$ cat config.mk
export PLATFORM = sky130hd
export DESIGN_NAME = mode4_ctrl
export DESIGN_NICKNAME = d
export VERILOG_FILES = /design/src/rtl/mode4_ctrl.sv
export SDC_FILE = /design/constraint.sdc
export NUM_CORES = 1
export LEC_CHECK = 0
export ABC_AREA = 1
export CAP_MARGIN = 10
export CELL_PAD_IN_SITES_DETAIL_PLACEMENT = 2
export CELL_PAD_IN_SITES_GLOBAL_PLACEMENT = 2
export CORE_MARGIN = 2
export CORE_UTILIZATION = 25
export CTS_CLUSTER_DIAMETER = 200
export DETAILED_ROUTE_END_ITERATION = 8
export PLACE_DENSITY_LB_ADDON = 0.1
export SLEW_MARGIN = 20
export SYNTH_ARGS = -nofsm -noshare
export SYNTH_HDL_FRONTEND = slang
export SYNTH_SLANG_ARGS = --single-unit
$ cat constraint.sdc
create_clock -name clk -period 1.7 [get_ports clk]
set_input_delay 0.34 -clock clk [delete_from_list [all_inputs] [get_ports clk]]
set_output_delay 0.34 -clock clk [all_outputs]
set_load 0.01 [all_outputs]
$ cat src/rtl/mode4_ctrl.sv
// Mode-4 (sum-of-exponentials) sequencer: walks the exp buffer and steps the 4-input adder tree.
// Optional busy-cycle counter on perf_cycles, built only when MODE4_CTRL_PERF_EN is defined.
module mode4_ctrl #(
  parameter int ADDRW = 8
) (
  input  logic             clk,
  input  logic             reset,
  input  logic             start,
  input  logic [ADDRW:0]   num_groups,
  input  logic             hold,
  output logic             rd_en,
  output logic [ADDRW-1:0] rd_addr,
  output logic             mode4_run,
  output logic             mode4_stage2_run,
  output logic             mode4_stage1_run,
  output logic             mode4_stage0_run,
  output logic             acc_clear,
  output logic             busy,
  output logic             done,
  output logic [15:0]      perf_cycles
);

  typedef enum logic [2:0] {IDLE, CLEAR, ISSUE, DRAIN, DONE} state_t;

  localparam logic [ADDRW:0] MAX_N = {1'b1, {ADDRW{1'b0}}};

  state_t         state;
  state_t         state_next;
  logic [ADDRW:0] n;
  logic [ADDRW:0] addr;
  logic [1:0]     drain_cnt;
  logic           v1;
  logic           v2;
  logic           v3;
  logic           issue_last;
  logic           accept;

  assign accept     = (state == IDLE) && start;
  assign issue_last = ((addr + (ADDRW+1)'(1)) == n);

  assign rd_en            = (state == ISSUE) && !hold;
  assign rd_addr          = addr[ADDRW-1:0];
  assign acc_clear        = (state == CLEAR);
  assign busy             = (state != IDLE);
  assign mode4_run        = busy;
  assign done             = (state == DONE);
  assign mode4_stage2_run = v1 && !hold;
  assign mode4_stage1_run = v2 && !hold;
  assign mode4_stage0_run = v3 && !hold;

  always_ff @(posedge clk) begin
    if (reset) state <= IDLE;
    else       state <= state_next;
  end

  // CLEAR and DONE always advance; only ISSUE and DRAIN are stalled by hold.
  always_comb begin
    state_next = state;
    case (state)
      IDLE:    if (start) state_next = CLEAR;
      CLEAR:   state_next = (n == '0) ? DONE : ISSUE;
      ISSUE:   if (!hold && issue_last) state_next = DRAIN;
      DRAIN:   if (!hold && drain_cnt == 2'd2) state_next = DONE;
      DONE:    state_next = IDLE;
      default: state_next = IDLE;
    endcase
  end

  always_ff @(posedge clk) begin
    if (reset) begin
      n         <= '0;
      addr      <= '0;
      drain_cnt <= '0;
      v1        <= 1'b0;
      v2        <= 1'b0;
      v3        <= 1'b0;
    end else begin
      if (accept) n <= (num_groups > MAX_N) ? MAX_N : num_groups;
      if (state == CLEAR)  addr <= '0;
      else if (rd_en)      addr <= addr + (ADDRW+1)'(1);
      if (state != DRAIN)  drain_cnt <= '0;
      else if (!hold)      drain_cnt <= drain_cnt + 2'd1;
      // The valid pipe freezes with the tree so stage enables line up with held data.
      if (!hold) begin
        v1 <= rd_en;
        v2 <= v1;
        v3 <= v2;
      end
    end
  end

`ifdef MODE4_CTRL_PERF_EN
  logic [15:0] perf_q;

  always_ff @(posedge clk) begin
    if (reset)                             perf_q <= '0;
    else if (accept)                       perf_q <= '0;
    else if (busy && perf_q != 16'hFFFF)   perf_q <= perf_q + 16'd1;
  end

  assign perf_cycles = perf_q;
`else
  assign perf_cycles = 16'd0;
`endif

endmodule

Word level (Yosys, flattened, before mapping)
Cells that the tools add are included.
- register bits: 26
- input bits: 13
- output and inout bits: 32
- word-level logic and storage cells: 40
- add/sub/neg operators: 2
- order comparisons: 1
- equality and inequality tests: 10
- muxes and demuxes: 6
- reduce and logical (&&, ||, !) cells: 14
- operator list (operator ; number):
    $mux W3 ; 4
    $pmux W3 S4 ; 1
    $add A9 B1 Y9 const B ; 1
    $eq A9 B9 Y1 ; 1
    $gt A9 B9 Y1 const B ; 1
    $logic_not A9 Y1 ; 1
    $mux W9 ; 1
    $logic_and A1 B1 Y1 ; 7
    $eq A3 B2 Y1 const B ; 2
    $ne A2 B2 Y1 const B ; 2
    $reduce_or A2 Y1 ; 2
    $eq A3 B1 Y1 const B ; 1
    $eq A3 B3 Y1 const B ; 1
    $logic_not A3 Y1 ; 1
    $ne A3 B2 Y1 const B ; 1
    $reduce_and A3 Y1 ; 1
    $reduce_bool A3 Y1 ; 1
    $add A2 B1 Y2 const B ; 1
    $eq A2 B2 Y1 const B ; 1
    $ne A2 B1 Y1 const B ; 1
    $logic_not A1 Y1 ; 1

Logic depth before layout (Yosys ltp)
Gate-level depths: netlist (run 1).
- depth in word-level cells: 5
- depth in mapped cells: 13
- mapped depth without buffers: 13

Worst setup path after synthesis (run 1)
OpenSTA, ideal clock, no wires.
- path type: reg-to-reg
- from: register addr[0]
- to: register state[0]
- arrival time: 1416 ps
- required time: 1634 ps
- slack: 218 ps
- stages on the path, launching flop included: 12
- path buffers: 0
- path through: dfxtp_1 -> ha_1 -> nand3_1 -> o21bai_1 -> nand2_1 -> nand2_1 -> nand2_1 -> nor2_2 -> nand3_1 -> nand2_1 -> nand2_1 -> a21oi_2
- longest elaborated chain between the ends: 5
- RTL lines (what ; RTL line ; text):
    start, declared ; 30 ; logic [ADDRW:0] addr;
    start signal, assigned ; 80 ; else if (rd_en) addr <= addr + (ADDRW+1)'(1);
    $add A9 B1 Y9 ; 39 ; assign issue_last = ((addr + (ADDRW+1)'(1)) == n);
    $eq A9 B9 Y1 ; 39 ;
    $logic_and A1 B1 Y1 ; 62 ; ISSUE: if (!hold && issue_last) state_next = DRAIN;
    $ne A2 B1 Y1 (no line) ; -- ;
    $reduce_and A3 Y1 (no line) ; -- ;
    end signal, assigned ; 53 ; else state <= state_next;
    end, declared ; 27 ; state_t state;
Every way passes these cells.
A chain may end at the register's enable or synchronous reset.

Worst setup path after layout (run 1)
- from: register addr[6]
- to: output rd_addr[6]
- RTL lines (what ; RTL line ; text):
    end, declared ; 12 ; output logic [ADDRW-1:0] rd_addr,
No word-level cell between the ends.

==> metrics.json, run 1 <==
{
  "finalCriticalPeriod_ns": 1.62,
  "drt-total-wl_mm": 4.90,
  "worst_path_dominant_cell_family": "buffers and inverters",
  "ys_types": 25,
  "worst-path-buf-inv": 1,
  "place_hpwl_mm": 3.98,
  "synthesis.instances": 248,
  "yosys.area_share.simple_pct": 30.0,
  "cts.sink_count": 26,
  "via_cell_ratio": 4.51,
  "postSynthAreaPerCell_sq_um": 6.50,
  "cap_violations": 0,
  "yosysWarningCount": 0,
  "post-route-period-util_pct": 95.5,
  "grt_setup_unrepaired": "yes",
  "vdd_ir_drop_max_mv": 0.338,
  "clock_tree.buffer_depth": 2,
  "place.detailed.instances": 357,
  "grt.overflow.total": 0,
  "global_route_wire_length_before_repair_mm": 8.24,
  "crit_chain": "clkdlybuf4s50_1",
  "synth_area_sq_um": 1610,
  "worstPathRequired_ns": 1.36,
  "crit_slowest_cell": "sky130_fd_sc_hd__clkdlybuf4s50_1",
  "drt_iter0_drc": 33,
  "finalSetupViolations": 0,
  "netlist.area_leader.share_pct": 32.3,
  "report.final.hold_viol_count": 0,
  "drc": 0,
  "area.growth.synth_to_final_pct": 31.1,
  "die-height_um": 84.3,
  "post-synth-top-area-cell": "sky130_fd_sc_hd__dfxtp_1",
  "synth_fa_ha_area_share_pct": 1.55,
  "clkTransAtPathRegs_ns": 0.09,
  "grt_start_max_net_pins": 15,
  "power_density_nw_per_um2": 1170,
  "cts_tree": "built",
  "synth_top_family_by_area": "simple AND/OR/NAND/NOR gates",
  "layout.filler_cells": 775,
  "io_buffer_count": 28,
  "die-area_sq_um": 7100,
  "layout.cells.non_filler": 363,
  "achievable-frequency_ghz": 0.616,
  "critical_path_arrival_ns": 1.28,
  "cts_root_buf": "sky130_fd_sc_hd__clkbuf_8",
  "route.detailed.wl_per_inst_um": 13.5,
  "clock_skew_ns": 0.00166,
  "hold_class": "reg -> reg",
  "routabilityCongestion": 0.738,
  "run_status": "finished clean",
  "die-width_um": 84.3,
  "htree_num_levels": 1,
  "clkLatencyLatePin_ns": 0.27,
  "fraction_of_final_layout_cells_with_drive_strength_greater_than_1_pct": 21.7,
  "setup_crit_path_kind": "reg -> out",
  "synth_seq_area_share_pct": 32.3,
  "drt_first_pass_iters": 4,
  "crit_path_max_fanout": 6,
  "synth-compound-area-share_pct": 14.8,
  "max_stage_delay_ns": 0.57,
  "crit_path_end_kind": "output pin",
  "number_of_global_route_vias_before_repair": 1700,
  "layout_commonest_cell": "sky130_fd_sc_hd__nand2_1",
  "diodes": 0,
  "leakagePower_nw": 0.921,
  "number_of_cell_rows": 29,
  "route.antenna.remaining_nets": 0,
  "synthXorXnorAreaFrac_pct": 0,
  "dpl_worst_slack_ns": -0.310,
  "vias": 1638,
  "synth.top_cells.by_area": "sky130_fd_sc_hd__dfxtp_1, sky130_fd_sc_hd__nand2_1, sky130_fd_sc_hd__buf_4",
  "utilization_pct": 33.6,
  "synth.mux.area_fraction_pct": 0,
  "hold_ws_ns": 0.469,
  "tot_gr_track_use_pct": 14.6,
  "nNetsFinal": 303,
  "ioPinCount": 45,
  "timing.final.max_slew_violations": 0,
  "fin_ws_ns": 0.0758,
  "cts_inserted_buffers": 3,
  "nature_of_the_critical_path_startpoint": "flop",
  "synth_seq_cells": 26,
  "initial_utilization_pct": 25.7,
  "placeableCoreArea_sq_um": 6280,
  "number_of_antenna_violations_at_the_first_check_in_global_routing": 0,
  "layout_common_cells": "sky130_fd_sc_hd__nand2_1, sky130_fd_sc_hd__inv_1, sky130_fd_sc_hd__a21oi_1, sky130_fd_sc_hd__dfxtp_1, sky130_fd_sc_hd__buf_4"
}
-- layout make-up --
class / instances / area [sq um] / area share (%)
inverters: 35 / 131 / 6.22
flip-flops and latches: 26 / 533 / 25.2
multi-input cells: 173 / 875 / 41.4
well taps: 77 / 96.3 / 4.56
repair buffers: 49 / 435 / 20.6
clock buffers: 3 / 41.3 / 1.95
-- power by group --
part	switching [W]	internal [W]
clock network	0.000203	0.000159
logic	0.000707	0.000554
registers	0.000109	0.000737
total	0.00102	0.00145
-- synth_stat cells (all sizes together) --
master,instances
ha,2
o21bai,1
or2,1
inv,35
a21oi,25
o21ai,7
buf,28
nor4,4
nor2,23
clkbuf,1
nand3,17
dfxtp,26
o211ai,1
a211oi,8
nand2,66
nand3b,1
conb,1
nor3,1
-- state kept, by name (all words and copies together) (netlist names) --
name	cells
v2	1
state	3
addr	9
v3	1
n	9
v1	1
drain_cnt	2
-- final timing paths --
check,start,to,cells after the start,slack [ns]
hold / removal,v2$_SDFFE_PP0N_,v2$_SDFFE_PP0N_,2,0.47
hold reg to reg,v2$_SDFFE_PP0N_,v2$_SDFFE_PP0N_,2,0.47
setup reg to reg,addr[0]$_SDFFE_PP0P_,state[0]$_SDFFE_PP0P_,11,0.14
setup / recovery,addr[6]$_SDFFE_PP0P_,rd_addr[6],1,0.08
-- repair_timing --
action | in CTS | in global routing
setup endpoints to repair | 10 | 8
pin swaps | 4 | 7
resized for setup | 21 | 27
buffers inserted | 3 | 0
hold buffers | 0 | 0
-- stage by stage --
| stage | area [sq um] | TNS, ns | total power, W |
|---|---|---|---|
| 2_1_floorplan | 1670 | 0 | 0.00155 |
| 3_3_place_gp | 1980 | -1.24 | 0.00207 |
| 3_5_place_dp | 1980 | -1.29 | 0.00209 |
| 4_1_cts | 2060 | 0 | 0.00248 |
| 5_1_grt | 2110 | -0.0185 | 0.00268 |
| 6_report | 2110 | 0 | 0.00247 |
-- cell families after synthesis --
kind of cell / after synthesis
simple gates: 113
buf+inv: 64
compound gates: 42
flops: 26
fa+ha+maj: 2
other cells: 1
-- per-layer routing --
layer | GRT usage (%) | vias up | share of wire, % | routed length, um
met5 | 0 | - | 0 | 0
met4 | 4.84 | 0 | 2.0 | 97
met3 | 1.97 | 7 | 4.7 | 229
met2 | 23.8 | 41 | 43 | 2110
met1 | 19.7 | 766 | 50 | 2460
li1 | - | 824 | - | -
Note: power is estimated with default switching activity, not from simulation.
==> inputs of run 2 (changes only) <==
- PLACE_DENSITY: not set -> 0.83
- PLACE_DENSITY_LB_ADDON: 0.1 -> not set
==> metrics.json, run 2 (synthesized netlist as in run 1, its figures left out) <==
{
  "layout.filler_cells": 775,
  "fraction_of_final_layout_cells_with_drive_strength_greater_than_1_pct": 22.7,
  "grt_start_max_net_pins": 16,
  "cts.sink_count": 26,
  "place_area_sq_um": 1960,
  "drt_iter0_drc": 37,
  "multiInputGateArea_sq_um": 907,
  "clkTransAtPathRegs_ns": 0.10,
  "drt-total-wl_mm": 5.45,
  "timing.final.max_slew_violations": 0,
  "setup_crit_path_kind": "reg -> out",
  "stdcell_area_sq_um": 2160,
  "tot_gr_track_use_pct": 15.4,
  "grt_setup_unrepaired": "yes",
  "vdd_ir_drop_max_mv": 0.349,
  "fin_ws_ns": 0.0461,
  "die-area_sq_um": 7100,
  "power_density_nw_per_um2": 1210,
  "number_of_global_route_vias_before_repair": 1790,
  "die-width_um": 84.3,
  "place_hpwl_mm": 4.12,
  "route.detailed.wl_per_inst_um": 15.0,
  "nNetsFinal": 302,
  "clock_skew_ns": 0.00174,
  "drc": 0,
  "hold_ws_ns": 0.472,
  "worst_path_dominant_cell_family": "buffers and inverters",
  "layout_commonest_cell": "sky130_fd_sc_hd__nand2_1",
  "dpl_worst_slack_ns": -0.347,
  "initial_utilization_pct": 25.7,
  "crit_path_end_kind": "output pin",
  "crit_path_max_fanout": 6,
  "ioPinCount": 45,
  "die-height_um": 84.3,
  "area.growth.synth_to_final_pct": 34.2,
  "cap_violations": 0,
  "worst-path-buf-inv": 1,
  "drt_first_pass_iters": 4,
  "max_stage_delay_ns": 0.58,
  "crit_chain": "clkdlybuf4s50_1",
  "grt.overflow.total": 0,
  "critical_path_arrival_ns": 1.31,
  "number_of_cell_rows": 29,
  "cts_root_buf": "sky130_fd_sc_hd__clkbuf_8",
  "vias": 1666,
  "achievable-frequency_ghz": 0.605,
  "placeableCoreArea_sq_um": 6280,
  "layout_common_cells": "sky130_fd_sc_hd__nand2_1, sky130_fd_sc_hd__inv_1, sky130_fd_sc_hd__a21oi_1, sky130_fd_sc_hd__dfxtp_1, sky130_fd_sc_hd__clkdlybuf4s50_1",
  "routabilityCongestion": 0.753,
  "finalCriticalPeriod_ns": 1.65,
  "route.antenna.remaining_nets": 0,
  "global_route_wire_length_before_repair_mm": 8.81,
  "clkLatencyLatePin_ns": 0.28,
  "via_cell_ratio": 4.59,
  "number_of_antenna_violations_at_the_first_check_in_global_routing": 0,
  "diodes": 0,
  "hold_class": "reg -> reg",
  "run_status": "finished clean",
  "clock_tree.buffer_depth": 2,
  "flip_flop_and_latch_area_sq_um": 533,
  "leakagePower_nw": 0.925,
  "report.final.hold_viol_count": 0,
  "cts_inserted_buffers": 3,
  "post-route-period-util_pct": 97.3,
  "crit_slowest_cell": "sky130_fd_sc_hd__clkdlybuf4s50_1",
  "finalSetupViolations": 0,
  "cts_tree": "built",
  "nature_of_the_critical_path_startpoint": "flop",
  "io_buffer_count": 28,
  "worstPathRequired_ns": 1.36,
  "htree_num_levels": 1,
  "reg.largest.list": "addr x9, n x9, state x3"
}
==> run 2: changes by cell type in the layout (fill, tap and decap cells not counted), moves of 2 or more <==
cell,delta
sky130_fd_sc_hd__nand2_1,-4
sky130_fd_sc_hd__dlygate4sd2_1,+3
sky130_fd_sc_hd__nand3_2,+3
sky130_fd_sc_hd__nand3_1,-3
sky130_fd_sc_hd__nor2_2,-2
sky130_fd_sc_hd__nand2_2,+3
==> run 2: timing repair <==
item,in CTS,in global routing
endpoints found under the setup margin,10,5
gates resized for setup,19,30
setup buffers,2,2
pin swaps,4,10
hold buffers,0,0
endpoints found under the hold margin,0,0
==> run 2: per-layer routing <==
layer	wire length, um	global-route usage [%]	part of all wire (%)	vias up
li1	-	-	-	827
met4	90	3.81	1.7	0
met2	2780	28.6	51	38
met1	2380	18.5	44	795
met5	0	0	0	-
met3	196	2.36	3.6	6
==> run 2: final cells by class <==
cell class                      count  share of cell area [%]
Timing Repair Buffer               48                    19.6
Sequential cell                    26                    24.7
Tap cell                           77                    4.46
Multi-Input combinational cell    173                    42.0
Clock inverter                      1                    1.39
Inverter                           35                    6.08
Clock buffer                        3                    1.91
==> run 2: worst reg2reg max path: stages, from the launching register on <==
cell	delay [ns]
sky130_fd_sc_hd__dfxtp_4	0.38
sky130_fd_sc_hd__ha_4	0.17
sky130_fd_sc_hd__nand2_4	0.08
sky130_fd_sc_hd__nor2_4	0.22
sky130_fd_sc_hd__nand3_2	0.10
sky130_fd_sc_hd__nand2_2	0.11
sky130_fd_sc_hd__nor2_4	0.05
sky130_fd_sc_hd__a21oi_2	0.13
sky130_fd_sc_hd__nand3_1	0.11
sky130_fd_sc_hd__nand2_2	0.09
sky130_fd_sc_hd__nand2_2	0.05
sky130_fd_sc_hd__a21oi_2	0.11
==> run 2: worst paths after layout <==
kind,start,to,slack (ns),depth (start not counted)
max,addr[6]$_SDFFE_PP0P_,rd_addr[6],0.05,1
min,drain_cnt[0]$_SDFFE_PP0N_,drain_cnt[0]$_SDFFE_PP0N_,0.47,2
max reg2reg,addr[0]$_SDFFE_PP0P_,state[0]$_SDFFE_PP0P_,0.06,11
min reg2reg,drain_cnt[0]$_SDFFE_PP0N_,drain_cnt[0]$_SDFFE_PP0N_,0.47,2
==> run 2: report_power, final <==
group          internal [W]  total, W  switching (W)
Combinational      0.000531   0.00122       0.000693
Sequential         0.000737  0.000861       0.000124
Clock              0.000316  0.000534       0.000218
==> run 2: metrics by stage <==
| stage | std cells | util, % | power (W) | setup TNS (ns) |
|---|---|---|---|---|
| after floorplan | 263 | - | 0.00155 | 0 |
| after global placement | 355 | 31.2 | 0.00199 | -1.23 |
| after detailed placement | 355 | 31.2 | 0.00203 | -1.54 |
| after CTS | 361 | 32.8 | 0.00258 | 0 |
| after global routing | 363 | 34.4 | 0.00283 | -0.168 |
| final | 363 | 34.4 | 0.00262 | 0 |
